$ cat src/rtl/test_pattern_pkg.sv
// Shared definitions for the test pattern generator: mode encodings and the
// channel replication helper used by the colour logic.
package test_pattern_pkg;

   typedef logic [2:0] mode_t;

   localparam mode_t MODE_GRID     = 3'd0;
   localparam mode_t MODE_CHECKER  = 3'd1;
   localparam mode_t MODE_BARS     = 3'd2;
   localparam mode_t MODE_GRADIENT = 3'd3;
   localparam mode_t MODE_WHITE    = 3'd4;
   localparam mode_t MODE_RED      = 3'd5;
   localparam mode_t MODE_GREEN    = 3'd6;
   localparam mode_t MODE_BLUE     = 3'd7;

   // Widest channel supported; callers narrow the result with a size cast.
   localparam int REP_MAX = 32;

   function automatic logic [REP_MAX-1:0] rep(input logic v);
      return {REP_MAX{v}};
   endfunction

endpackage

$ cat src/rtl/test_pattern_gen_frame_ctrl.sv
// Frame bookkeeping: vsync falling-edge detect, frame counter, and the mode
// register with its optional timed auto-cycling.
module pattern_frame_ctrl
   import test_pattern_pkg::*;
#(
   parameter int FW           = 8,
   parameter int CYCLE_FRAMES = 60
) (
   input  logic          clk,
   input  logic          rst,
   input  logic          vsync_in,
   input  logic [2:0]    mode_sel,
   input  logic          auto_cycle,
   output logic [FW-1:0] frame_cnt,
   output logic [2:0]    mode_cur
);

   localparam int CCW = (CYCLE_FRAMES > 1) ? $clog2(CYCLE_FRAMES) : 1;
   localparam logic [CCW-1:0] CYC_LAST = CCW'(CYCLE_FRAMES - 1);

   logic           prev_vsync_q, prev_vsync_d;
   logic [FW-1:0]  frame_cnt_q, frame_cnt_d;
   logic [CCW-1:0] cyc_cnt_q, cyc_cnt_d;
   mode_t          mode_cur_q, mode_cur_d;
   logic           frame_tick;

   // prev_vsync resets low, so the first cycle after reset can never tick.
   assign frame_tick = prev_vsync_q & ~vsync_in;

   always_comb begin
      prev_vsync_d = vsync_in;
      frame_cnt_d  = frame_cnt_q;
      cyc_cnt_d    = cyc_cnt_q;
      mode_cur_d   = mode_cur_q;

      if (frame_tick) begin
         frame_cnt_d = frame_cnt_q + 1'b1;
      end

      if (!auto_cycle) begin
         cyc_cnt_d = '0;
         if (frame_tick) begin
            mode_cur_d = mode_sel;
         end
      end else if (frame_tick) begin
         if (cyc_cnt_q == CYC_LAST) begin
            cyc_cnt_d  = '0;
            mode_cur_d = mode_cur_q + 3'd1;
         end else begin
            cyc_cnt_d = cyc_cnt_q + 1'b1;
         end
      end
   end

   always_ff @(posedge clk or posedge rst) begin
      if (rst) begin
         prev_vsync_q <= 1'b0;
         frame_cnt_q  <= '0;
         cyc_cnt_q    <= '0;
         mode_cur_q   <= MODE_GRID;
      end else begin
         prev_vsync_q <= prev_vsync_d;
         frame_cnt_q  <= frame_cnt_d;
         cyc_cnt_q    <= cyc_cnt_d;
         mode_cur_q   <= mode_cur_d;
      end
   end

   assign frame_cnt = frame_cnt_q;
   assign mode_cur  = mode_cur_q;

endmodule

$ cat config.mk
export PLATFORM = sky130hd
export DESIGN_NAME = pattern_frame_ctrl
export DESIGN_NICKNAME = d
export VERILOG_FILES = /design/src/rtl/test_pattern_pkg.sv /design/src/rtl/test_pattern_gen_frame_ctrl.sv
export SDC_FILE = /design/constraint.sdc
export NUM_CORES = 1
export LEC_CHECK = 0
export ABC_AREA = 1
export BUFFER_PORTS_ARGS = -buffer_cell sky130_fd_sc_hd__buf_2
export CORE_AREA = 5 5 49 51
export CTS_CLUSTER_SIZE = 8
export DETAILED_ROUTE_END_ITERATION = 12
export DIE_AREA = 0 0 54 56
export PLACE_DENSITY_LB_ADDON = 0.25
export SLEW_MARGIN = 5
export SYNTH_ARGS = -nofsm -noshare
export SYNTH_HDL_FRONTEND = slang
export SYNTH_SLANG_ARGS = --single-unit
$ cat constraint.sdc
create_clock -name clk -period 1.4 [get_ports clk]
set_clock_uncertainty 0.15 [all_clocks]
set_input_delay 0.07 -clock clk [delete_from_list [all_inputs] [get_ports clk]]
set_output_delay 0.07 -clock clk [all_outputs]
set_load 0.05 [all_outputs]
# Yosys cells after proc, flatten, opt, wreduce, memory -nomap -nowiden
# Index checks and enable logic that the tools add are counted.
# word_totals
ff_bits	18
inputBits	7
out_inout_bits	11
elab_cells	20
# classes
addsub	3
eq_ne	3
mux	7
bitwise	2
n_reduce_logical	1
# op_table
operator	count
$mux 6	3
$mux 3	4
$add 8x1->8 const B	1
$add 6x1->6 const B	1
$eq 6x6->1 const B	1
$ne 2x1->1 const B	2
$add 3x1->3 const B	1
$reduce_and 2->1	1
$and 1x1->1	1
$not 1->1	1

# Logic depth before layout (Yosys ltp)
# Gate-level depths: netlist of the first run.
# logic_depth
word_depth	4
ltp_mapped	7
ltp_nobuf	7

# Worst setup path after synthesis of the first run
# OpenSTA, ideal clock, no wires.
# synth_path
path_type	register to register
startpoint	register frame_cnt_q[1] (netlist: frame_cnt[1])
endpoint	register frame_cnt_q[4] (netlist: frame_cnt[4])
setup_time_ns	0.120
arrival_time_ns	1.277
required_ns	1.130
path_slack_ns	-0.147
stages_incl_launch_ff	7
path_buffers	0
synth_period_minus_slack_ns	1.547
cell_sequence	dfrtp_1 -> ha_1 -> nand2_2 -> nor2_2 -> nand2_1 -> nor2_1 -> nor2_1
# synth_between
elab_chain_len	1
# synth_lines
element	line	source
from (decl)	test_pattern_gen_frame_ctrl.sv:22	logic [FW-1:0] frame_cnt_q, frame_cnt_d;
from (signal assigned)	test_pattern_gen_frame_ctrl.sv:63	frame_cnt_q <= frame_cnt_d;
$add 8x1->8	test_pattern_gen_frame_ctrl.sv:37	frame_cnt_d = frame_cnt_q + 1'b1;
# No other way between the ends.
# A chain may end at the register's enable or synchronous reset.

# Worst setup path in the final report of the first run
# layout_path
startpoint	register cyc_cnt_q[0]
endpoint	register mode_cur_q[2] (netlist: mode_cur[2])
# layout_between
elab_chain_len	3
# layout_lines
element	line	source
from (decl)	test_pattern_gen_frame_ctrl.sv:23	logic [CCW-1:0] cyc_cnt_q, cyc_cnt_d;
from (signal assigned)	test_pattern_gen_frame_ctrl.sv:64	cyc_cnt_q <= cyc_cnt_d;
$eq 6x6->1	test_pattern_gen_frame_ctrl.sv:46	if (cyc_cnt_q == CYC_LAST) begin
$ne 2x1->1 (no line)	n/a	
$reduce_and 2->1 (no line)	n/a	
to (signal assigned)	test_pattern_gen_frame_ctrl.sv:65	mode_cur_q <= mode_cur_d;
to (decl)	test_pattern_gen_frame_ctrl.sv:24	mode_t mode_cur_q, mode_cur_d;
# No other way between the ends.

==> impl_metrics.ini, run 1 <==
[pwr]
power_uw = 1770
p_leak_uw = 0.000636
vdd_ir_drop_max_mv = 1.05
pwr_density_cell_nw_per_um2 = 1460

[synthesis]
yosysMostFrequentCell = nand2_1
ys_types = 18
synth.yosys.warnings = 0
yosysSeqAreaShare_pct = 47.2
synthTopCellsByArea = dfrtp_1 47%, nand2_1 17%, nand3_1 5.8%
synth_fp_nets = 132
ys.flop_type = dfrtp_1
ys_seq_elements = 18
synthCells = 122
async_flop_share_pct = 100
avgSynthCellArea_um2 = 7.81
yosys-top-cells-count = 44 x nand2_1, 18 x dfrtp_1, 13 x inv_1
yosysTopAreaCell = dfrtp_1
synth-edff-count = 0
netlist_area_um2 = 953
synth_top_cell_area_share_pct = 47.2

[grt]
grt.overflow.total = 0
grt_first_pass_wirelength_um = 3460
antenna_found_initial = 0
grt_util_all_layers_pct = 15.2
grt_max_degree = 19
grt_pass1_vias = 841

[placed_design]
io_buffers = 17
post-dp-hpwl_um = 1420
place_inst = 167
gp_congestion = 0.762

[clock_network]
cts_tree = yes
clk_latency_ns = 0.28
clockRootBuffer = clkbuf_4
clockBufferDepth = 2
cts_made_buffers = 3
path_clk_slew_ns = 0.09
cts.sinks = 18
h-tree-depth = 1

[floorplanning]
start_util_pct = 50.1
die_w_um = 54
core_um2 = 1900
num_rows = 16
die_h_um = 56
dieArea_um2 = 3020
io_pins = 18

[setup_path]
crit_fanout = 5
slowest_stage = dfrtp_1
rr_startpoint = cyc_cnt_q[0]
critPathRequiredTime_ns = 1.42
startpoint = cyc_cnt_q[0]
cp.buffers_inverters = 0
slowest_delay_ns = 0.38
rrSetupSlack_ns = 0.05
path_cells = ha_2 > nand3_1 > nand2_1 > nand2_1 > nand2_1 > nand2_1
critPathKind = reg -> reg
cp_num_cells = 6
setup.worst_path.end = mode_cur[2]
crit_path_start_kind = flop
cp-end-kind = flop
path_common_cell = nand2_1
r2r_cells = 6
r2r-end = mode_cur[2]
cp_top_family = simple AND/OR/NAND/NOR gates
crit_arrival_ns = 1.37

[route]
wl_um = 1940
num_vias = 874
ant_nets = 0
drc_errors = 0
dr.first_iter.drc_count = 20
drt-wirelength-per-cell_um = 10.8
drt_pass1_iterations = 4
vias_per_cell = 4.88

[sta]
hold_viol_final = 0
final.setup.tns_ns = 0
worst_slew_pin_slew_ns = 0.291
worst_hold_slack_ns = 0.0138
period_share_pct = 96.2
finalSetupViolCount = 0
finalMaxSlewViolations = 0
relSlewSlack_pct = 80.4
fmax_ghz = 0.743
min_period_ns = 1.35
grt_setup_unrepaired = yes

[run_status]
status = completed

[flow_run]
drv_cap = 0

[cells_and_area]
nets = 163
n_antenna_cell = 0
drive_gt1_share_pct = 28.9
area_growth_pct = 26.8
fin_util_pct = 63.6
fin_cells = 179

[worst_hold_path]
hold_class = in -> reg
-- worst reg2reg max path, delay by kind of cell, from the launching register on --
kind / cells / cell delay (ns)
fa+ha+maj: 1 / 0.22
flops: 1 / 0.38
simple gates: 5 / 0.49
-- power breakdown --
part           switching (uW)  internal (uW)
registers                 115            641
clock network             147            110
logic                     570            183
total                     831            935
-- cell type report --
cell class                      instances  area (um^2)
Tap cell                               27         33.8
Clock buffer                            4         26.3
Fill cell                             178          693
Multi-Input combinational cell         89          463
Inverter                               14         52.6
Sequential cell                        18          460
Timing Repair Buffer                   27          173
-- cell families after synthesis --
group / after synthesis / share of synthesized area [%]
buffers and inverters: 15 / 6.04
XOR/XNOR: 5 / 4.59
AO/OA/AOI/OAI: 5 / 2.62
flip-flops: 18 / 47.2
adder cells (fa/ha/maj): 3 / 3.94
AND/OR/NAND/NOR: 76 / 35.6
-- layout by cell type, fill, tap and decap left out, types with 2 or more instances in the layout --
cell type	count
buf_2	16
ha_1	2
buf_4	7
dfrtp_1	10
inv_2	2
nor2_2	2
clkbuf_4	3
o21ai_0	3
dfrtp_2	8
nor2_1	10
dlygate4sd3_1	4
nand2_1	43
nand2_4	2
nand3_1	11
inv_1	12
xor2_1	5
nand4_1	3
-- through the flow --
stage / setup WS [ns] / area [um^2]
after global placement: 0.0818 / 1090
after CTS: 0.0242 / 1160
final: 0.0536 / 1210
after global routing: -0.0147 / 1210
after floorplan: 0.0151 / 963
after detailed placement: -0.00523 / 1090
-- how the worst min path moves through the flow --
stage                     start            to  slack (ns)  depth (start not counted)
global route        mode_sel[2]   mode_cur[2]        0.03                          5
floorplan                   rst  cyc_cnt_q[0]       -0.14                          1
finish              mode_sel[2]   mode_cur[2]        0.01                          5
CTS                 mode_sel[2]   mode_cur[2]      0.0007                          5
global placement            rst  frame_cnt[6]       -0.06                          3
detailed placement          rst  frame_cnt[7]       -0.05                          3
-- timing repair --
action | CTS | global route
resized for setup | 1 | 6
pin swaps | 0 | 2
buffers inserted | 0 | 5
setup endpoints to repair | 3 | 11
hold buffers | 4 | 0
endpoints found under the hold margin | 24 | 0
-- layer usage --
| metal | part of all wire, % | vias up | global-route usage [%] |
|---|---|---|---|
| li1 | - | 440 | - |
| met1 | 43 | 415 | 19.2 |
| met2 | 53 | 17 | 24.4 |
| met3 | 3.7 | 2 | 4.02 |
| met4 | 0.62 | 0 | 4.98 |
| met5 | 0 | - | 0 |
-- sequential cells by signal, summed over array words and instances, names as in the netlist --
register      count
frame_cnt         8
cyc_cnt_q         6
prev_vsync_q      1
mode_cur          3
Note: power is estimated with default switching activity, not from simulation.
==> inputs of run 2 (changes only) <==
- RECOVER_POWER: default -> 100
==> run 2 against run 1 <==
Cell count stayed put. Largest power group unchanged. Power is 0.29% lower. Critical endpoint unchanged. Critical path depth unchanged. Via count fell by 0.23%. Final area shrank 0.41%. Non-clock buffer count is the same. Maximum frequency is 0.26% higher.
==> impl_metrics.ini, run 2 (same netlist as run 1, synthesis figures left out) <==
[cells_and_area]
largest_reg_flops = 8
seqCellArea_um2 = 460
design_area_um2 = 1200
nets = 163
layout.cells.most_common_list = 44 x nand2_1, 13 x inv_1, 11 x nand3_1, 11 x clkbuf_2
multi_input_area_um2 = 460
fin_util_pct = 63.3
n_antenna_cell = 0
area_growth_pct = 26.2
fill_cells = 180
final_common_cell = nand2_1
drive_gt1_share_pct = 27.6

[sta]
grt_setup_unrepaired = yes
finalSetupViolCount = 0
final.setup.tns_ns = 0
worst_hold_slack_ns = 0.00845
worst_slew_pin_slew_ns = 0.429
fmax_ghz = 0.745
period_share_pct = 95.9
relSlewSlack_pct = 71.4
min_period_ns = 1.34
finalMaxSlewViolations = 0
hold_viol_final = 0

[grt]
antenna_found_initial = 0
grt_pass1_vias = 841
grt_first_pass_wirelength_um = 3460
grt_util_all_layers_pct = 15.2
grt.overflow.total = 0
grt_max_degree = 19

[pwr]
p_leak_uw = 0.000633
vdd_ir_drop_max_mv = 1.05
pwr_density_cell_nw_per_um2 = 1460

[route]
num_vias = 872
wl_um = 1940
drt_pass1_iterations = 4
ant_nets = 0
dr.first_iter.drc_count = 21
drc_errors = 0
vias_per_cell = 4.87
drt-wirelength-per-cell_um = 10.8

[flow_run]
drv_cap = 0

[floorplanning]
die_w_um = 54
start_util_pct = 50.1
die_h_um = 56
num_rows = 16
io_pins = 18
dieArea_um2 = 3020
core_um2 = 1900

[placed_design]
post-dp-hpwl_um = 1420
gp_congestion = 0.762
placed_area_um2 = 1090
io_buffers = 17

[setup_path]
path_common_cell = nand2_1
crit_fanout = 5
crit_path_start_kind = flop
cp-end-kind = flop
crit_arrival_ns = 1.37
slowest_stage = dfrtp_1
r2r_cells = 6
critPathKind = reg -> reg
slowest_delay_ns = 0.38
critPathRequiredTime_ns = 1.42
path_cells = ha_2 > nand3_1 > nand2_1 > nand2_1 > nand2_1 > nand2_1

[clock_network]
clockBufferDepth = 2
h-tree-depth = 1
clk_latency_ns = 0.28
clockRootBuffer = clkbuf_4
cts.sinks = 18
cts_tree = yes
path_clk_slew_ns = 0.09
cts_made_buffers = 3

[run_status]
status = completed

[worst_hold_path]
hold_class = in -> reg
hold_path_depth = 5
==> run 2: changes by cell type in the layout (fill, tap and decap cells not counted), sizes merged <==
cell,delta
buf,-11
clkbuf,+11
==> run 2: power breakdown <==
group          total [uW]  leakage (uW)  internal (uW)  switching [uW]
Clock                 258     0.0000150            110             147
Sequential            760      0.000224            642             118
Combinational         743      0.000394            176             567
==> run 2: repair_timing <==
item	in CTS	in global routing
cloned	0	0
endpoints found under the setup margin	3	11
hold buffers	4	0
gates resized for setup	1	6
setup buffers	0	5
pin swaps	0	2
endpoints found under the hold margin	24	0
==> run 2: cell type report <==
class,count,area share (%)
timing repair buffer,27,14.1
inverter,14,4.37
tap,27,2.81
sequential,18,38.3
multi-input combinational,89,38.3
clock buffer,4,2.18
==> run 2: routing by layer <==
layer  global-route usage, %  part of all wire (%)  wire length [um]
met1                    19.2                    43               841
met2                    24.4                    52              1010
met3                    4.02                   3.5                68
met4                    4.98                  0.62                12
met5                       0                     0                 0
==> run 2: final timing paths <==
| kind | from | endpoint | slack (ns) |
|---|---|---|---|
| min in group asynchronous | rst | frame_cnt[7] | 0.26 |
| hold / removal | mode_sel[2] | mode_cur[2] | 0.008 |
| setup reg to reg | cyc_cnt_q[0] | mode_cur[2] | 0.06 |
| max in group asynchronous | rst | mode_cur[1] | 0.50 |
| hold reg to reg | frame_cnt[7] | frame_cnt[7] | 0.36 |
| setup / recovery | cyc_cnt_q[0] | mode_cur[2] | 0.06 |
==> run 2: worst max-delay path: cells and delay by family (launching register included) <==
family / cells / cell delay, ns
simple gates: 5 / 0.49
flops: 1 / 0.38
fa+ha+maj: 1 / 0.22
==> run 2: stage by stage <==
stage / setup WS, ns / cells / total power [uW]
2_1_floorplan: 0.0151 / 122 / 1330
3_3_place_gp: 0.0818 / 167 / 1490
3_5_place_dp: -0.00523 / 167 / 1510
4_1_cts: 0.0242 / 175 / 1780
5_1_grt: -0.0147 / 179 / 1890
6_report: 0.0571 / 179 / 1760
==> inputs of run 3 (changes only) <==
- SETUP_SLACK_MARGIN: default -> 0.3
==> run 3 against run 2 <==
The flow now finishes with violations (hold timing). Utilization up 13 points. Sequential share of layout area down 6.6 points. Count of clock-buffer cells in the layout unchanged. Via count up 11%. Final area up 21%. Clock power up 25%. Hold slack worse by 0.21 ns.
==> impl_metrics.ini, run 3 (same netlist as run 1, synthesis figures left out) <==
[sta]
fmax_ghz = 0.774
period_share_pct = 92.3
finalSetupViolCount = 0
finalMaxSlewViolations = 0
min_period_ns = 1.29
final.setup.tns_ns = 0
worst_slew_pin_slew_ns = 0.454
worst_hold_slack_ns = -0.203
grt_setup_unrepaired = yes
hold_viol_final = 2
relSlewSlack_pct = 69.8

[setup_path]
slowest_stage = dfrtp_1
crit_fanout = 5
cp_top_family = simple AND/OR/NAND/NOR gates
cp-end-kind = flop
crit_path_start_kind = flop
cp.buffers_inverters = 0
path_cells = ha_4 > nand3_1 > nor2_1 > nor2_1 > nand3_1 > nand2_1
critPathRequiredTime_ns = 1.45
crit_arrival_ns = 1.34
critPathKind = reg -> reg
slowest_delay_ns = 0.42

[route]
wl_um = 2560
ant_nets = 0
drt_pass1_iterations = 4
drc_errors = 0
dr.first_iter.drc_count = 5
num_vias = 971
vias_per_cell = 5.01
drt-wirelength-per-cell_um = 13.2

[placed_design]
post-dp-hpwl_um = 1490
place_inst = 167
gp_congestion = 0.695
io_buffers = 17

[clock_network]
path_clk_slew_ns = 0.11
ctsHoldBuffers = 6
clk_latency_ns = 0.29
cts.sinks = 18
clockRootBuffer = clkbuf_4
clockBufferDepth = 2
cts_tree = yes
h-tree-depth = 1
cts_made_buffers = 3

[grt]
antenna_found_initial = 0
met1_usage_pct = 20.9
met3_usage_pct = 4.02
met2_usage_pct = 31.3
grt_max_degree = 19
grt_first_pass_wirelength_um = 4130
grt-busiest-layer = met2
grt_pass1_vias = 981
grt_util_all_layers_pct = 18.4
grt.overflow.total = 0

[pwr]
power_uw = 2120
p_clk_share_pct = 15.2
pwr-share-comb_pct = 48.3
pwr_density_cell_nw_per_um2 = 1460
p_switching_uw = 964
seqPwrFrac_pct = 36.5
p_sw_share_pct = 45.4
vdd_ir_drop_max_mv = 1.24
p_leak_uw = 0.000726
power.internal_uw = 1160

[floorplanning]
dieArea_um2 = 3020
die_h_um = 56
io_pins = 18
die_w_um = 54
core_um2 = 1900
start_util_pct = 50.1
num_rows = 16

[cells_and_area]
fin_util_pct = 76.4
area_growth_pct = 52.4
nets = 178
n_antenna_cell = 0
layout.cells.most_common_list = 42 x nand2_1, 15 x buf_4, 12 x inv_1, 11 x dfrtp_1
largest_reg_flops = 8
drive_gt1_share_pct = 38.3
fin_cells = 194
final_common_cell = nand2_1

[run_status]
status = finished, violations left
violations = hold timing

[worst_hold_path]
hold_class = in -> reg

[flow_run]
drv_cap = 0
run 3: power groups by stage:
stage	clock (uW)	combinational (uW)	sequential [uW]
final	322	1030	776
after global routing	351	1100	793
after global placement	0	775	790
after CTS	326	1030	784
after floorplan	0	266	1130
after detailed placement	0	805	799
run 3: worst register-to-register path, stage by stage (launching register included):
cell	delay (ns)
dfrtp_1	0.42
ha_4	0.20
nand3_1	0.10
nor2_1	0.14
nor2_1	0.07
nand3_1	0.06
nand2_1	0.05
run 3: path summary, 6_finish.rpt:
kind                              start      endpoint  slack, ns  cells past startpoint
max                        cyc_cnt_q[1]  cyc_cnt_q[4]       0.11                      6
min                            vsync_in  prev_vsync_q      -0.20                      1
max reg2reg                cyc_cnt_q[1]  cyc_cnt_q[4]       0.11                      6
min reg2reg                frame_cnt[6]  frame_cnt[6]       0.36                      2
max in group asynchronous           rst   mode_cur[0]       0.53                      4
min in group asynchronous           rst  cyc_cnt_q[3]       0.24                      4
run 3: what timing repair did:
action,CTS,global route
resized for setup,26,10
setup endpoints to repair,25,26
endpoints found under the hold margin,28,2
buffers inserted,13,4
pin swaps,13,5
run 3: final cells by class:
cell class	count	area, um^2
Clock buffer	4	36.3
Fill cell	133	449
Inverter	14	52.6
Multi-Input combinational cell	89	553
Sequential cell	18	459
Tap cell	27	33.8
Timing Repair Buffer	42	318
run 3: metal layers:
layer  wire length, um  part of all wire, %  up-vias
met5                 0                    0        -
met4                56                  2.2        0
met3                80                  3.1        6
met2              1360                   53       20
met1              1060                   41      471
li1                  -                    -      474
run 3: per-stage QoR:
stage | setup slack [ns] | instance area, um^2
2_1_floorplan | 0.0570 | 1040
3_3_place_gp | 0.137 | 1160
3_5_place_dp | 0.112 | 1160
4_1_cts | 0.156 | 1460
5_1_grt | 0.0378 | 1450
6_report | 0.107 | 1450
